### src/rtl/uart_rx.sv
// uart_rx - 8N1 UART receiver, companion of the UART_TX transmitter.
//
// Deserialises the asynchronous rxIN line into bytes and hands each byte to
// the command decoder on a valid/ack handshake.
//
// Optional feature macro: UART_RX_PARITY_EN
//   defined   -> frame is start + 8 data + even parity + stop; parity
//                mismatches are flagged on rxParityErrOUT with the byte.
//   undefined -> plain 8N1, rxParityErrOUT tied to 0.
//
// Ports:
//   clockIN        in   system clock, all logic on posedge
//   nTxResetIN     in   asynchronous active-low reset
//   rxIN           in   serial line, idle high, asynchronous to clockIN
//   rxDataOUT      out  received byte (LSB first on the line)
//   rxValidOUT     out  rxDataOUT holds an unconsumed byte
//   rxAckIN        in   consumer takes the byte (only honoured while valid)
//   rxBusyOUT      out  a frame is in progress
//   rxFrameErrOUT  out  one-cycle pulse when the stop bit is sampled low
//   rxOverrunOUT   out  sticky: unacked byte was overwritten; cleared by ack
//   rxParityErrOUT out  parity error for the current byte
module uart_rx #(
    parameter int CLOCK_FREQUENCY = 50_000_000,
    parameter int BAUD_RATE       = 115200
) (
    input  logic       clockIN,
    input  logic       nTxResetIN,
    input  logic       rxIN,
    output logic [7:0] rxDataOUT,
    output logic       rxValidOUT,
    input  logic       rxAckIN,
    output logic       rxBusyOUT,
    output logic       rxFrameErrOUT,
    output logic       rxOverrunOUT,
    output logic       rxParityErrOUT
);

    localparam int BIT_CYCLES  = CLOCK_FREQUENCY / BAUD_RATE;
    localparam int HALF_CYCLES = BIT_CYCLES / 2;
    localparam int CW          = $clog2(BIT_CYCLES);

    localparam logic [CW-1:0] BIT_RELOAD  = CW'(BIT_CYCLES - 1);
    localparam logic [CW-1:0] HALF_RELOAD = CW'(HALF_CYCLES - 1);

    typedef enum logic [2:0] {
        S_IDLE,
        S_START,
        S_DATA,
`ifdef UART_RX_PARITY_EN
        S_PARITY,
`endif
        S_STOP,
        S_BREAK
    } state_t;

    logic          rx_meta;
    logic          rx_sync;
    logic [1:0]    primed;
    logic          seen_high;

    state_t        state;
    state_t        state_next;
    logic [CW-1:0] counter;
    logic [CW-1:0] counter_next;
    logic [2:0]    bit_idx;
    logic [2:0]    bit_idx_next;
    logic [7:0]    shift;
    logic [7:0]    shift_next;
    logic          tick;
    logic          deliver;
    logic          frame_err;

`ifdef UART_RX_PARITY_EN
    logic          parity_bad;
    logic          parity_bad_next;
`endif

    // Two-flop synchroniser. Both stages reset high so reset looks like an
    // idle line rather than a start bit.
    always_ff @(posedge clockIN or negedge nTxResetIN) begin
        if (!nTxResetIN) begin
            rx_meta <= 1'b1;
            rx_sync <= 1'b1;
        end else begin
            rx_meta <= rxIN;
            rx_sync <= rx_meta;
        end
    end

    // The synchroniser outputs are only genuine line samples two cycles after
    // reset. seen_high arms start detection only once a real high level has
    // been observed, so a line held low through reset never starts a frame
    // and every start needs a fresh 1->0 edge.
    always_ff @(posedge clockIN or negedge nTxResetIN) begin
        if (!nTxResetIN) begin
            primed    <= 2'b00;
            seen_high <= 1'b0;
        end else begin
            primed    <= {primed[0], 1'b1};
            seen_high <= seen_high | (primed[1] & rx_sync);
        end
    end

    // State register.
    always_ff @(posedge clockIN or negedge nTxResetIN) begin
        if (!nTxResetIN) begin
            state   <= S_IDLE;
            counter <= '0;
            bit_idx <= '0;
            shift   <= '0;
        end else begin
            state   <= state_next;
            counter <= counter_next;
            bit_idx <= bit_idx_next;
            shift   <= shift_next;
        end
    end

`ifdef UART_RX_PARITY_EN
    always_ff @(posedge clockIN or negedge nTxResetIN) begin
        if (!nTxResetIN) begin
            parity_bad <= 1'b0;
        end else begin
            parity_bad <= parity_bad_next;
        end
    end
`endif

    assign tick = (counter == '0);

    // Next-state logic. Every sample is taken when the down-counter reaches
    // zero; the START reload is half a bit so later samples land mid-bit.
    always_comb begin
        state_next   = state;
        counter_next = counter;
        bit_idx_next = bit_idx;
        shift_next   = shift;
        deliver      = 1'b0;
        frame_err    = 1'b0;
`ifdef UART_RX_PARITY_EN
        parity_bad_next = parity_bad;
`endif
        case (state)
            S_IDLE: begin
                if (seen_high && !rx_sync) begin
                    counter_next = HALF_RELOAD;
                    state_next   = S_START;
                end
            end
            S_START: begin
                if (tick) begin
                    if (rx_sync) begin
                        state_next = S_IDLE;
                    end else begin
                        counter_next = BIT_RELOAD;
                        bit_idx_next = 3'd0;
                        state_next   = S_DATA;
                    end
                end else begin
                    counter_next = counter - CW'(1);
                end
            end
            S_DATA: begin
                if (tick) begin
                    shift_next[bit_idx] = rx_sync;
                    counter_next        = BIT_RELOAD;
                    if (bit_idx == 3'd7) begin
`ifdef UART_RX_PARITY_EN
                        state_next = S_PARITY;
`else
                        state_next = S_STOP;
`endif
                    end else begin
                        bit_idx_next = bit_idx + 3'd1;
                    end
                end else begin
                    counter_next = counter - CW'(1);
                end
            end
`ifdef UART_RX_PARITY_EN
            S_PARITY: begin
                if (tick) begin
                    // Even parity: data bits plus parity bit XOR to zero.
                    parity_bad_next = rx_sync ^ (^shift);
                    counter_next    = BIT_RELOAD;
                    state_next      = S_STOP;
                end else begin
                    counter_next = counter - CW'(1);
                end
            end
`endif
            S_STOP: begin
                if (tick) begin
                    // Returning to IDLE mid stop bit leaves half a bit of
                    // margin to catch an immediately following start edge.
                    if (rx_sync) begin
                        deliver    = 1'b1;
                        state_next = S_IDLE;
                    end else begin
                        frame_err  = 1'b1;
                        state_next = S_BREAK;
                    end
                end else begin
                    counter_next = counter - CW'(1);
                end
            end
            S_BREAK: begin
                if (rx_sync) begin
                    state_next = S_IDLE;
                end
            end
            default: begin
                state_next = S_IDLE;
            end
        endcase
    end

    // Output holding register. A delivery always wins over an ack in the same
    // cycle (the new byte stays valid); overrun is raised only when an unacked
    // byte is overwritten.
    always_ff @(posedge clockIN or negedge nTxResetIN) begin
        if (!nTxResetIN) begin
            rxDataOUT     <= '0;
            rxValidOUT    <= 1'b0;
            rxOverrunOUT  <= 1'b0;
            rxFrameErrOUT <= 1'b0;
        end else begin
            rxFrameErrOUT <= frame_err;
            if (deliver) begin
                rxDataOUT    <= shift;
                rxValidOUT   <= 1'b1;
                rxOverrunOUT <= rxValidOUT & ~rxAckIN;
            end else if (rxAckIN && rxValidOUT) begin
                rxValidOUT   <= 1'b0;
                rxOverrunOUT <= 1'b0;
            end
        end
    end

`ifdef UART_RX_PARITY_EN
    always_ff @(posedge clockIN or negedge nTxResetIN) begin
        if (!nTxResetIN) begin
            rxParityErrOUT <= 1'b0;
        end else if (deliver) begin
            rxParityErrOUT <= parity_bad;
        end else if (rxAckIN && rxValidOUT) begin
            rxParityErrOUT <= 1'b0;
        end
    end
`else
    assign rxParityErrOUT = 1'b0;
`endif

    assign rxBusyOUT = (state != S_IDLE);

endmodule
### config.mk
export PLATFORM = sky130hd
export DESIGN_NAME = uart_rx
export DESIGN_NICKNAME = d
export VERILOG_FILES = /design/src/rtl/uart_rx.sv
export SDC_FILE = /design/constraint.sdc
export NUM_CORES = 1
export LEC_CHECK = 0
export CAP_MARGIN = 20
export CORE_MARGIN = 3
export CORE_UTILIZATION = 55
export CTS_CLUSTER_SIZE = 16
export DETAILED_ROUTE_END_ITERATION = 10
export GPL_TIMING_DRIVEN = 1
export PLACE_DENSITY = 0.76
export SLEW_MARGIN = 20
export SYNTH_ARGS = -nofsm -noshare
export SYNTH_HDL_FRONTEND = slang
export SYNTH_SLANG_ARGS = --single-unit
### constraint.sdc
create_clock -name clockIN -period 4.4 [get_ports clockIN]
set_input_delay 0.66 -clock clockIN [delete_from_list [all_inputs] [get_ports clockIN]]
set_output_delay 0.66 -clock clockIN [all_outputs]
set_load 0.005 [all_outputs]
After elaboration in Yosys (flattened, before gate mapping)

Index checks and enable logic that the tools add are counted.
Widths: inputs -> output; s select.

Bits in registers: 39

Muxes and demuxes: 32
Bitwise operators: 4
$lt $le $gt $ge: 2
Reduce and logical (&&, ||, !) cells: 14
Add/subtract/negate cells: 2
Equal/unequal tests: 15

Operators with widths:

| cell                | number |
|---|---|
| $mux 9              | 5 |
| $pmux 9 s4          | 1 |
| $mux 3              | 11 |
| $ne 2x2->1 const B  | 9 |
| $pmux 3 s5          | 1 |
| $mux 1              | 10 |
| $logic_not 9->1     | 1 |
| $sub 9x1->9 const B | 1 |
| $bwmux 8            | 1 |
| $eq 3x2->1 const B  | 2 |
| $eq 3x3->1 const B  | 2 |
| $pmux 3 s2          | 1 |
| $reduce_and 6->1    | 1 |
| $reduce_and 5->1    | 1 |
| $lt 3x4->1 const B  | 1 |
| $reduce_and 4->1    | 1 |
| $reduce_bool 2->1   | 2 |
| $reduce_bool 4->1   | 1 |
| $add 3x1->3 const B | 1 |
| $demux 1 s3         | 1 |
| $eq 3x1->1 const B  | 1 |
| $ge 3x1->1 const B  | 1 |
| $logic_and 1x1->1   | 3 |
| $logic_not 3->1     | 1 |
| other kinds (8)     | 9 |

Longest topological paths before layout

Gate-level depths: netlist of the first run.

Depth in word-level cells: 5
Mapped depth: 6
Depth with buffers taken out: 6

Worst setup path after synthesis of the first run

OpenSTA, ideal clock, no wires.

Kind: register -> register
From: register counter[0]
To: register counter[0]
Library setup time: 0.128 ns
Arrival time: 1.772 ns
Cell stages (with the launch flop): 7
Required time: 4.272 ns
Slack: 2.500 ns
Cell sequence: dfrtp_1 > inv_1 > ha_1 > or3b_4 > or4_4 > nand2_1 > o31ai_1

Longest elaborated chain between the ends: 3
Elaborated cells between the ends (all ways): 9
Those cells by class: add/sub (1); eq/ne (2); mux (4); reduce/logical (2)

Ends and longest elaborated chain:

| what                                                  | line | RTL |
|---|---|---|
| from (decl)                                           | 63   | `logic [CW-1:0] counter;` |
| from (signal assigned)                                | 113  | `counter <= counter_next;` |
| $sub 9x1->9 / $logic_not 9->1 (equally long branches) | --   |  |
| $mux 9, or another cell as far along                  | 193  | `if (tick) begin` |
| $pmux 9 s4 / $reduce_and 4->1 (equally long branches) | --   |  |

Several ways; a longest one is shown, not always the timed one. The select of a mux whose other input is x is not followed.
A chain may end at the register's enable or synchronous reset.

Final worst setup path of the first run

From: register state[0]
To: output rxBusyOUT

Longest elaborated chain between the ends: 1

Ends and longest elaborated chain:

| what                   | line | RTL |
|---|---|---|
| from (decl)            | 61   | `state_t state;` |
| from (signal assigned) | 112  | `state <= state_next;` |
| $reduce_bool 3->1      | 254  | `assign rxBusyOUT = (state != S_IDLE);` |
| to (decl)              | 32   | `output logic rxBusyOUT,` |

No other way between the ends.

==> results by stage, run 1 <==
STA:
- Dividing the final minimum period by the clock period gives 54.3%.
- The worst path in the final design needs a cycle of 2390 ps, including I/O delays and setup.
- The worst slew margin relative to its limit is 44.3%.
- The largest clock skew in the final design is 8.97 ps.
- The total negative slack is 0 ps.
- For the pin with the worst max-slew slack, the measured transition is 836 ps.
- The maximum frequency from static timing analysis is 0.418 GHz.
- The total of endpoints with negative setup slack in the final report is 0.
- The count of pins over their slew limit is 0.
- Setup repair after global routing left no endpoint under its margin.
- The final hold violation count is 0.

Global routing:
- The via count of the first global-routing pass is 1497.
- The wire length of the first global-routing pass is 7.00 mm.
- The met3 track demand over resource is 4.66%.
- Global routing used 32.9% of the available met2 tracks.
- Entering global routing, the biggest net connects 40 pins.
- Global routing used 28.3% of the available met1 tracks.
- Global routing finished with a remaining overflow of 0.
- The most congested layer reported by global routing is met2.
- The overall routing resource usage is 20.7%.
- The number of antenna violations at the first check in global routing was 0.

Pwr:
- The power density over the cells is 426 nW/µm².
- The post-route total power is 0.000998 W.
- The leakage power of the design is 1.01 nW.
- The maximum VDD drop is 0.215 mV.

Detailed routing:
- The DRC violation total after the first TritonRoute iteration is 150.
- Wires add up to 4.12 mm.
- The first-pass iteration count of the detailed router is 5.
- The total DRC errors in the routed layout is 0.
- The routed via count is 1548.
- In the routed layout, each cell is associated on average with a via count of 6.27.
- After detailed routing, the average wire length per cell comes to 16.7 µm.
- The count of nets left with antenna violations once routing finished came out at 0.

Yosys:
- The cell type contributing the most total cell area after synthesis is sky130_fd_sc_hd__dfrtp_1.
- The register bit count reported by yosys is 39.
- The number of synthesized flops with an enable pin is 0.
- The average footprint of a synthesized cell is 11.2 µm².
- The netlist uses 52 different library cells.
- The synthesized net count is 192.
- The proportion of synthesized flip-flops having asynchronous set or reset is 100%.
- The commonest register cell after synthesis is sky130_fd_sc_hd__dfrtp_1.
- By area the synthesized netlist is led by sky130_fd_sc_hd__dfrtp_1, sky130_fd_sc_hd__mux2_2, sky130_fd_sc_hd__dfstp_2.
- The most common cell in the synthesized netlist is sky130_fd_sc_hd__dfrtp_1.
- Summing the sequential cell areas from Yosys gives 47.6% of the chip area.
- Summing every instance area after synthesis gives 2060 µm².
- After synthesis, the most frequently instantiated cells are sky130_fd_sc_hd__dfrtp_1, sky130_fd_sc_hd__mux2_2, sky130_fd_sc_hd__nor2_1.
- The number of instances in the synthesized netlist is 184.
- The total of warnings raised by yosys is 0.
- The portion of synthesized cell area occupied by the leading cell type is 45.0%.

Worst setup path:
- The startpoint of the worst register-to-register path is counter[0].
- The source of the critical timing path is state[0].
- The signal arrival time at the worst endpoint is 1730 ps.
- The critical path start-end classification is register to primary output.
- The worst setup path is launched from a register.
- STA puts the critical path data required time at 3740 ps.
- STA classifies the critical path endpoint as a primary output.
- The maximum fanout along the worst path is 15.

Placement:
- The quantity of I/O buffers inserted on ports is 15.
- Once detailed placement completed, the half-perimeter wirelength came to 2.85 mm.
- After detailed placement, the total cell area comes to 2230 µm².
- The cell count after placement is 239.
- At the end of routability-driven placement, the weighted congestion stood at 0.975.

Clocking:
- The number of buffers inserted to repair setup after CTS is 0.
- The clock passes through at most 2 buffers.
- In this run the number of H-tree levels came out at 2.
- Clock-pin slew was measured on the worst setup and hold paths at 70 ps.
- Once the clock tree was built, the resizer swapped 0 gates to a different size.
- The number of clock sinks seen by CTS is 39.
- At the later pin of the worst-skew pair, clock insertion delay measures 290 ps.
- The number of buffers inserted during clock tree synthesis is 5.
- The root buffer cell is sky130_fd_sc_hd__clkbuf_8.
- The TritonCTS clock tree is yes.
- The hold buffer count at cts is 0.

Floorplan:
- The floorplan has 21 rows.
- The die span in y is 67.1 µm.
- The initial core utilization is 59.3%.
- In this run the count of I/O pins placed on the die edge is 17.
- The core region area is 3470 µm².
- The overall die width is 67.1 µm.
- The die covers 4510 µm².

Layout:
- The share of final-layout standard cells stronger than drive strength 1 is 22.4%.
- The multi-input combinational cells in the finished layout cover a total of 1030 µm².
- For this run, the number of standard cells in the final layout without fillers is 247.
- In the final layout, flip-flops and latches occupy 978 µm².
- The area overhead of the layout relative to synthesis is 13.9%.
- 0 antenna diodes ended up in the layout.
- The final design area excluding fillers is 2340 µm².
- Counting the fill cells in the layout gives 274.
- The final-stage net count is 208.

Hold path:
- The worst hold path belongs to the class register to register.
- The worst hold path begins at rx_meta.

Status:
- The run finished with clean final reports.

Flow run:
- The max-cap violation count is 0.
-- final timing paths --
check / depth (start not counted) / end / slack, ps
setup / recovery: 2 / rxBusyOUT / 2010
hold / removal: 0 / rx_sync / 360
setup reg to reg: 6 / shift[2] / 2280
hold reg to reg: 0 / rx_sync / 360
max in group asynchronous: 1 / counter[0] / 3400
min in group asynchronous: 1 / counter[2] / 460
-- cells in the final DEF (no fill, tap or decap), types with 2 or more instances in the layout --
| cell | Yosys | final |
|---|---|---|
| sky130_fd_sc_hd__a21o_1 | 2 | 2 |
| sky130_fd_sc_hd__a21oi_1 | 8 | 8 |
| sky130_fd_sc_hd__a31oi_1 | 3 | 3 |
| sky130_fd_sc_hd__and2_1 | 4 | 4 |
| sky130_fd_sc_hd__clkbuf_8 | 0 | 5 |
| sky130_fd_sc_hd__clkdlybuf4s50_1 | 0 | 14 |
| sky130_fd_sc_hd__conb_1 | 2 | 2 |
| sky130_fd_sc_hd__dfrtp_1 | 37 | 37 |
| sky130_fd_sc_hd__dfstp_2 | 2 | 2 |
| sky130_fd_sc_hd__ha_1 | 4 | 4 |
| sky130_fd_sc_hd__inv_1 | 5 | 5 |
| sky130_fd_sc_hd__mux2_2 | 20 | 20 |
| sky130_fd_sc_hd__nand2_1 | 8 | 8 |
| sky130_fd_sc_hd__nand2b_1 | 5 | 5 |
| sky130_fd_sc_hd__nand3_1 | 2 | 2 |
| sky130_fd_sc_hd__nand4_1 | 3 | 3 |
| sky130_fd_sc_hd__nor2_1 | 12 | 12 |
| sky130_fd_sc_hd__nor3_1 | 4 | 4 |
| sky130_fd_sc_hd__nor3b_1 | 5 | 5 |
| sky130_fd_sc_hd__nor4_1 | 4 | 4 |
| sky130_fd_sc_hd__nor4_4 | 2 | 2 |
| sky130_fd_sc_hd__o211ai_1 | 3 | 3 |
| sky130_fd_sc_hd__o21ai_0 | 6 | 6 |
| sky130_fd_sc_hd__o221a_2 | 2 | 2 |
| sky130_fd_sc_hd__o22a_1 | 2 | 2 |
| sky130_fd_sc_hd__o22ai_1 | 2 | 2 |
| sky130_fd_sc_hd__o2bb2ai_1 | 3 | 3 |
| sky130_fd_sc_hd__or2_2 | 3 | 3 |
| sky130_fd_sc_hd__or3_1 | 3 | 3 |
-- power by group --
| part | switching (W) | internal [W] | leakage (nW) |
|---|---|---|---|
| logic | 0.000130 | 0.000114 | 0.451 |
| clock network | 0.000127 | 0.000169 | 0.0581 |
| registers | 0.0000661 | 0.000393 | 0.499 |
| total | 0.000323 | 0.000675 | 1.01 |
-- critical path: stages (launching register included) --
cell and delay (ps):
sky130_fd_sc_hd__dfrtp_1 560, sky130_fd_sc_hd__or3_1 420, sky130_fd_sc_hd__clkdlybuf4s50_1 460
-- sequential cells by signal, indices dropped and copies added, names as in the netlist --
name,count
state,3
rxValidOUT,1
rx_sync,1
counter,9
rxFrameErrOUT,1
shift,8
seen_high,1
primed,2
rxOverrunOUT,1
bit_idx,3
rx_meta,1
rxDataOUT,8
-- routing by layer --
metal / vias to the layer above / routed length (µm)
met5: - / 0
met4: 0 / 61
met3: 10 / 257
met2: 55 / 2030
met1: 760 / 1770
li1: 723 / -
-- final cells by class --
type,count,share of cell area [%]
clock inverters,3,1.87
clock buffers,5,2.94
repair buffers,15,6.20
flip-flops and latches,39,41.8
inverters,5,0.801
well taps,46,2.46
multi-input cells,134,44.0
-- kinds of logic after synthesis --
| logic type | Yosys count | share of synthesized area [%] |
|---|---|---|
| buffers and inverters | 11 | 2.31 |
| DFF | 39 | 47.6 |
| AOI/OAI and AO/OA | 41 | 14.5 |
| adders and majority gates | 4 | 2.43 |
| other | 2 | 0.365 |
| muxes | 21 | 11.4 |
| and+or+nand+nor | 66 | 21.4 |
-- per-stage QoR --
| stage | setup WS [ps] | util, % | hold WS, ps |
|---|---|---|---|
| floorplan | 2500 | - | 331 |
| global placement | 2360 | 64.3 | 341 |
| detailed placement | 2290 | 64.3 | 348 |
| CTS | 2010 | 67.5 | 359 |
| global route | 1910 | 67.5 | 368 |
| finish | 2010 | 67.5 | 357 |
No activity file was read; power rests on OpenSTA's default activity.
==> inputs of run 2 (changes only) <==
--- a/config.mk
+++ b/config.mk
@@ -7,7 +7,7 @@
 export LEC_CHECK = 0
 export CAP_MARGIN = 20
 export CORE_MARGIN = 3
-export CORE_UTILIZATION = 55
+export CORE_UTILIZATION = 52
 export CTS_CLUSTER_SIZE = 16
 export DETAILED_ROUTE_END_ITERATION = 10
 export GPL_TIMING_DRIVEN = 1
==> constraint.sdc (replaced) <==
create_clock -name clockIN -period 2.05 [get_ports clockIN]
set_input_delay 0.3075 -clock clockIN [delete_from_list [all_inputs] [get_ports clockIN]]
set_output_delay 0.3075 -clock clockIN [all_outputs]
set_load 0.005 [all_outputs]
==> results by stage, run 2 (synthesis results as in run 1) <==
Clocking:
- The root buffer cell chosen for the clock tree is sky130_fd_sc_hd__clkbuf_8.
- The H-tree was split into 2 levels.
- The TritonCTS clock tree is yes.
- The number of clock sinks seen by CTS is 39.
- Hold repair after CTS inserted 0 buffers.
- In this run, CTS created clock tree buffers numbering 5.
- No sink is reached through more buffers than the 2 on the longest clock path.
- The clock network latency to the later pin of the worst-skew pair is 290 ps.
- The clock-pin slew of the registers on the worst-case setup and hold paths is 80 ps.

Global routing:
- The number of antenna violations at the first check in global routing came to 0.
- The overall routing resource usage is 21.4%.
- The via count of the first global-routing pass is 1568.
- The maximum number of pins on one net before global-route repair is 40.
- The total overflow left after global routing is 0.
- The wire length of the first global-routing pass is 7.44 mm.

Detailed routing:
- The count of nets left with antenna violations once routing finished came out at 0.
- Using the TritonRoute via totals, the vias-per-cell ratio works out to 5.91.
- Detailed routing inserted a total of 1636 vias.
- For this run, design rule violations remaining after detail routing come to 0.
- The first TritonRoute pass finished after 4 iterations.
- The final layout contains routed wiring with a total length of 4.57 mm.
- In the final routed layout, each cell accounts on average for 16.5 µm.
- The first routing iteration left 137 violations.

STA:
- Timing would allow up to 0.497 GHz.
- After layout, the minimum clock period comes to 2010 ps.
- Setup violations remaining at the end of the flow were counted as 0.
- The largest clock skew in the final design is 7.92 ps.
- The worst pin sits at a relative slew slack of 65.8%.
- The final hold violation count was 0.
- The worst-margin pin slew is 513 ps.
- The count of pins over their slew limit is 0.
- The final critical-path share of the clock period is 98.1%.

Layout:
- The register with the most flip-flops in the layout has 9 of them.
- The number of diodes added for antenna fixing is 0.
- The library cells used most frequently in the layout, excluding fill and tap cells, are sky130_fd_sc_hd__dfrtp_1, sky130_fd_sc_hd__buf_4, sky130_fd_sc_hd__mux2_2.
- At the end of the flow the core is filled with cells to 68.1%.
- After filler insertion, the fill cell instance count of the layout stands at 294.
- The final-stage net count is 236.
- Of the cells placed in the final design, the portion with a size suffix greater than 1 is 34.1%.
- The area overhead of the layout relative to synthesis is 24.0%.
- The top register by number of flip-flops is counter.
- The most common library cell in the layout ignoring fill and taps is sky130_fd_sc_hd__dfrtp_1.
- The largest registers in the layout are counter: 9 flops, rxDataOUT: 8 flops, shift: 8 flops.

Worst setup path:
- The worst register-to-register path has a depth of 7.
- The source of the critical timing path is counter[1].
- The slack of the worst reg-to-reg path is 40 ps.
- The cell with the largest stage delay on the worst path is sky130_fd_sc_hd__or3b_4.
- Traced cell by cell, the critical path runs through inv_1, ha_4, or3b_4, nor4_4, nor2_1, buf_4, o22ai_1.
- The worst flop-to-flop path endpoint is counter[1].
- The worst setup path is launched from a register.
- The worst stage delay on the critical path is 410 ps.
- The critical path start-end classification is register to register.
- The required time at the worst-slack endpoint is 2250 ps.
- The worst setup path is captured at a register.
- The startpoint identified for the worst register-to-register timing path is counter[1].
- In this run the worst path has a maximum fanout of 4.
- In this run the worst setup path terminates at counter[1].
- At the worst endpoint, the arrival time is 2210 ps.

Hold path:
- The min-delay analysis places its worst path in the category primary input to asynchronous set/reset pin.

Floorplan:
- Once the floorplan was initialized, standard cells occupied 54.9% of the core.
- The die is 68.9 µm tall.
- The floorplan row count is 22.
- The core region area is 3740 µm².
- The overall die width is 68.9 µm.
- The die area is 4740 µm².
- The I/O pin count is 17.

Placement:
- The placed wire-length estimate is 3.29 mm.
- The quantity of I/O buffers inserted on ports is 15.
- The final weighted congestion in routability-driven placement is 0.834.

Pwr:
- VDD sags by at most 0.526 mV.
- The leakage power of the design is 1.13 nW.
- The clock share of power is 22.6%.
- Per report_power, the combinational group accounts for 33.5% of the total.
- Sequential cells burn 43.9% of the power.
- Net switching is 33.2% of the power.
- After layout, the design draws a total of 0.00219 W.
- The internal power is 0.00146 W.
- The analysis attributes to net switching a power of 0.000729 W.
- The power density over the cells is 861 nW/µm².

Flow run:
- Max-cap violations in this run came to 0.

Status:
- The flow ran to the end, and the final reports show no timing, DRC or antenna violations.
[run 2: critical path, delay by kind of cell, from the launching register on]
family | cells | cell delay, ps
simple gates | 3 | 930
flops | 1 | 400
buf+inv | 2 | 280
compound gates | 1 | 170
fa+ha+maj | 1 | 150
[run 2: layer usage]
metal,global-route usage (%),routed length (µm),vias up,part of all wire [%]
met5,0,0,-,0
met4,8.27,94,0,2.1
met3,5.35,202,10,4.4
met2,33.1,2170,40,48
met1,28.9,2100,809,46
li1,-,-,777,-
[run 2: how the worst min path moves through the flow]
| stage | start | to | cells past startpoint |
|---|---|---|---|
| floorplan | nTxResetIN | bit_idx[0] | 0 |
| global placement | primed[0] | primed[1] | 0 |
| detailed placement | primed[0] | primed[1] | 0 |
| CTS | nTxResetIN | counter[5] | 2 |
| global route | nTxResetIN | counter[5] | 2 |
| finish | nTxResetIN | counter[5] | 2 |
[run 2: power groups by stage]
stage / sequential, W / clock (W) / combinational, W
detailed placement: 0.000982 / 0 / 0.000634
finish: 0.000963 / 0.000496 / 0.000734
global route: 0.000977 / 0.000537 / 0.000806
global placement: 0.000982 / 0 / 0.000630
CTS: 0.000968 / 0.000510 / 0.000637
floorplan: 0.000946 / 0 / 0.000413
[run 2: stage by stage]
step | cells | setup TNS, ps | setup WS, ps | hold slack (ps) | cell area, µm²
floorplan | 184 | 0 | 150 | 11.9 | 2060
global placement | 260 | 0 | 78.0 | 342 | 2370
detailed placement | 260 | 0 | 30.0 | 344 | 2370
CTS | 268 | 0 | 0.401 | 76.4 | 2460
global route | 277 | -151 | -43.9 | 91.3 | 2550
finish | 277 | 0 | 39.5 | 42.7 | 2550
[run 2: area by class of cell]
| class | instances | area, µm² | area share [%] |
|---|---|---|---|
| clock buffer | 7 | 76.3 | 2.99 |
| clock inverter | 1 | 5.00 | 0.196 |
| inverter | 5 | 18.8 | 0.736 |
| multi-input combinational | 134 | 1050 | 41.2 |
| sequential | 39 | 982 | 38.5 |
| tap | 48 | 60.1 | 2.36 |
| timing repair buffer | 43 | 355 | 13.9 |
[run 2: repair_timing]
action / CTS / global route
resized for setup: 2 / 7
setup endpoints to repair: 1 / 15
pin swaps: 0 / 2
setup buffers: 0 / 9
==> inputs of run 3 (changes only) <==
--- a/config.mk
+++ b/config.mk
@@ -8,6 +8,7 @@
 export CAP_MARGIN = 20
 export CORE_MARGIN = 3
 export CORE_UTILIZATION = 52
+export CTS_CLUSTER_DIAMETER = 50
 export CTS_CLUSTER_SIZE = 16
 export DETAILED_ROUTE_END_ITERATION = 10
 export GPL_TIMING_DRIVEN = 1
==> results of run 3 <==
The final DEF is identical to that of run 2; final timing and power are the same.
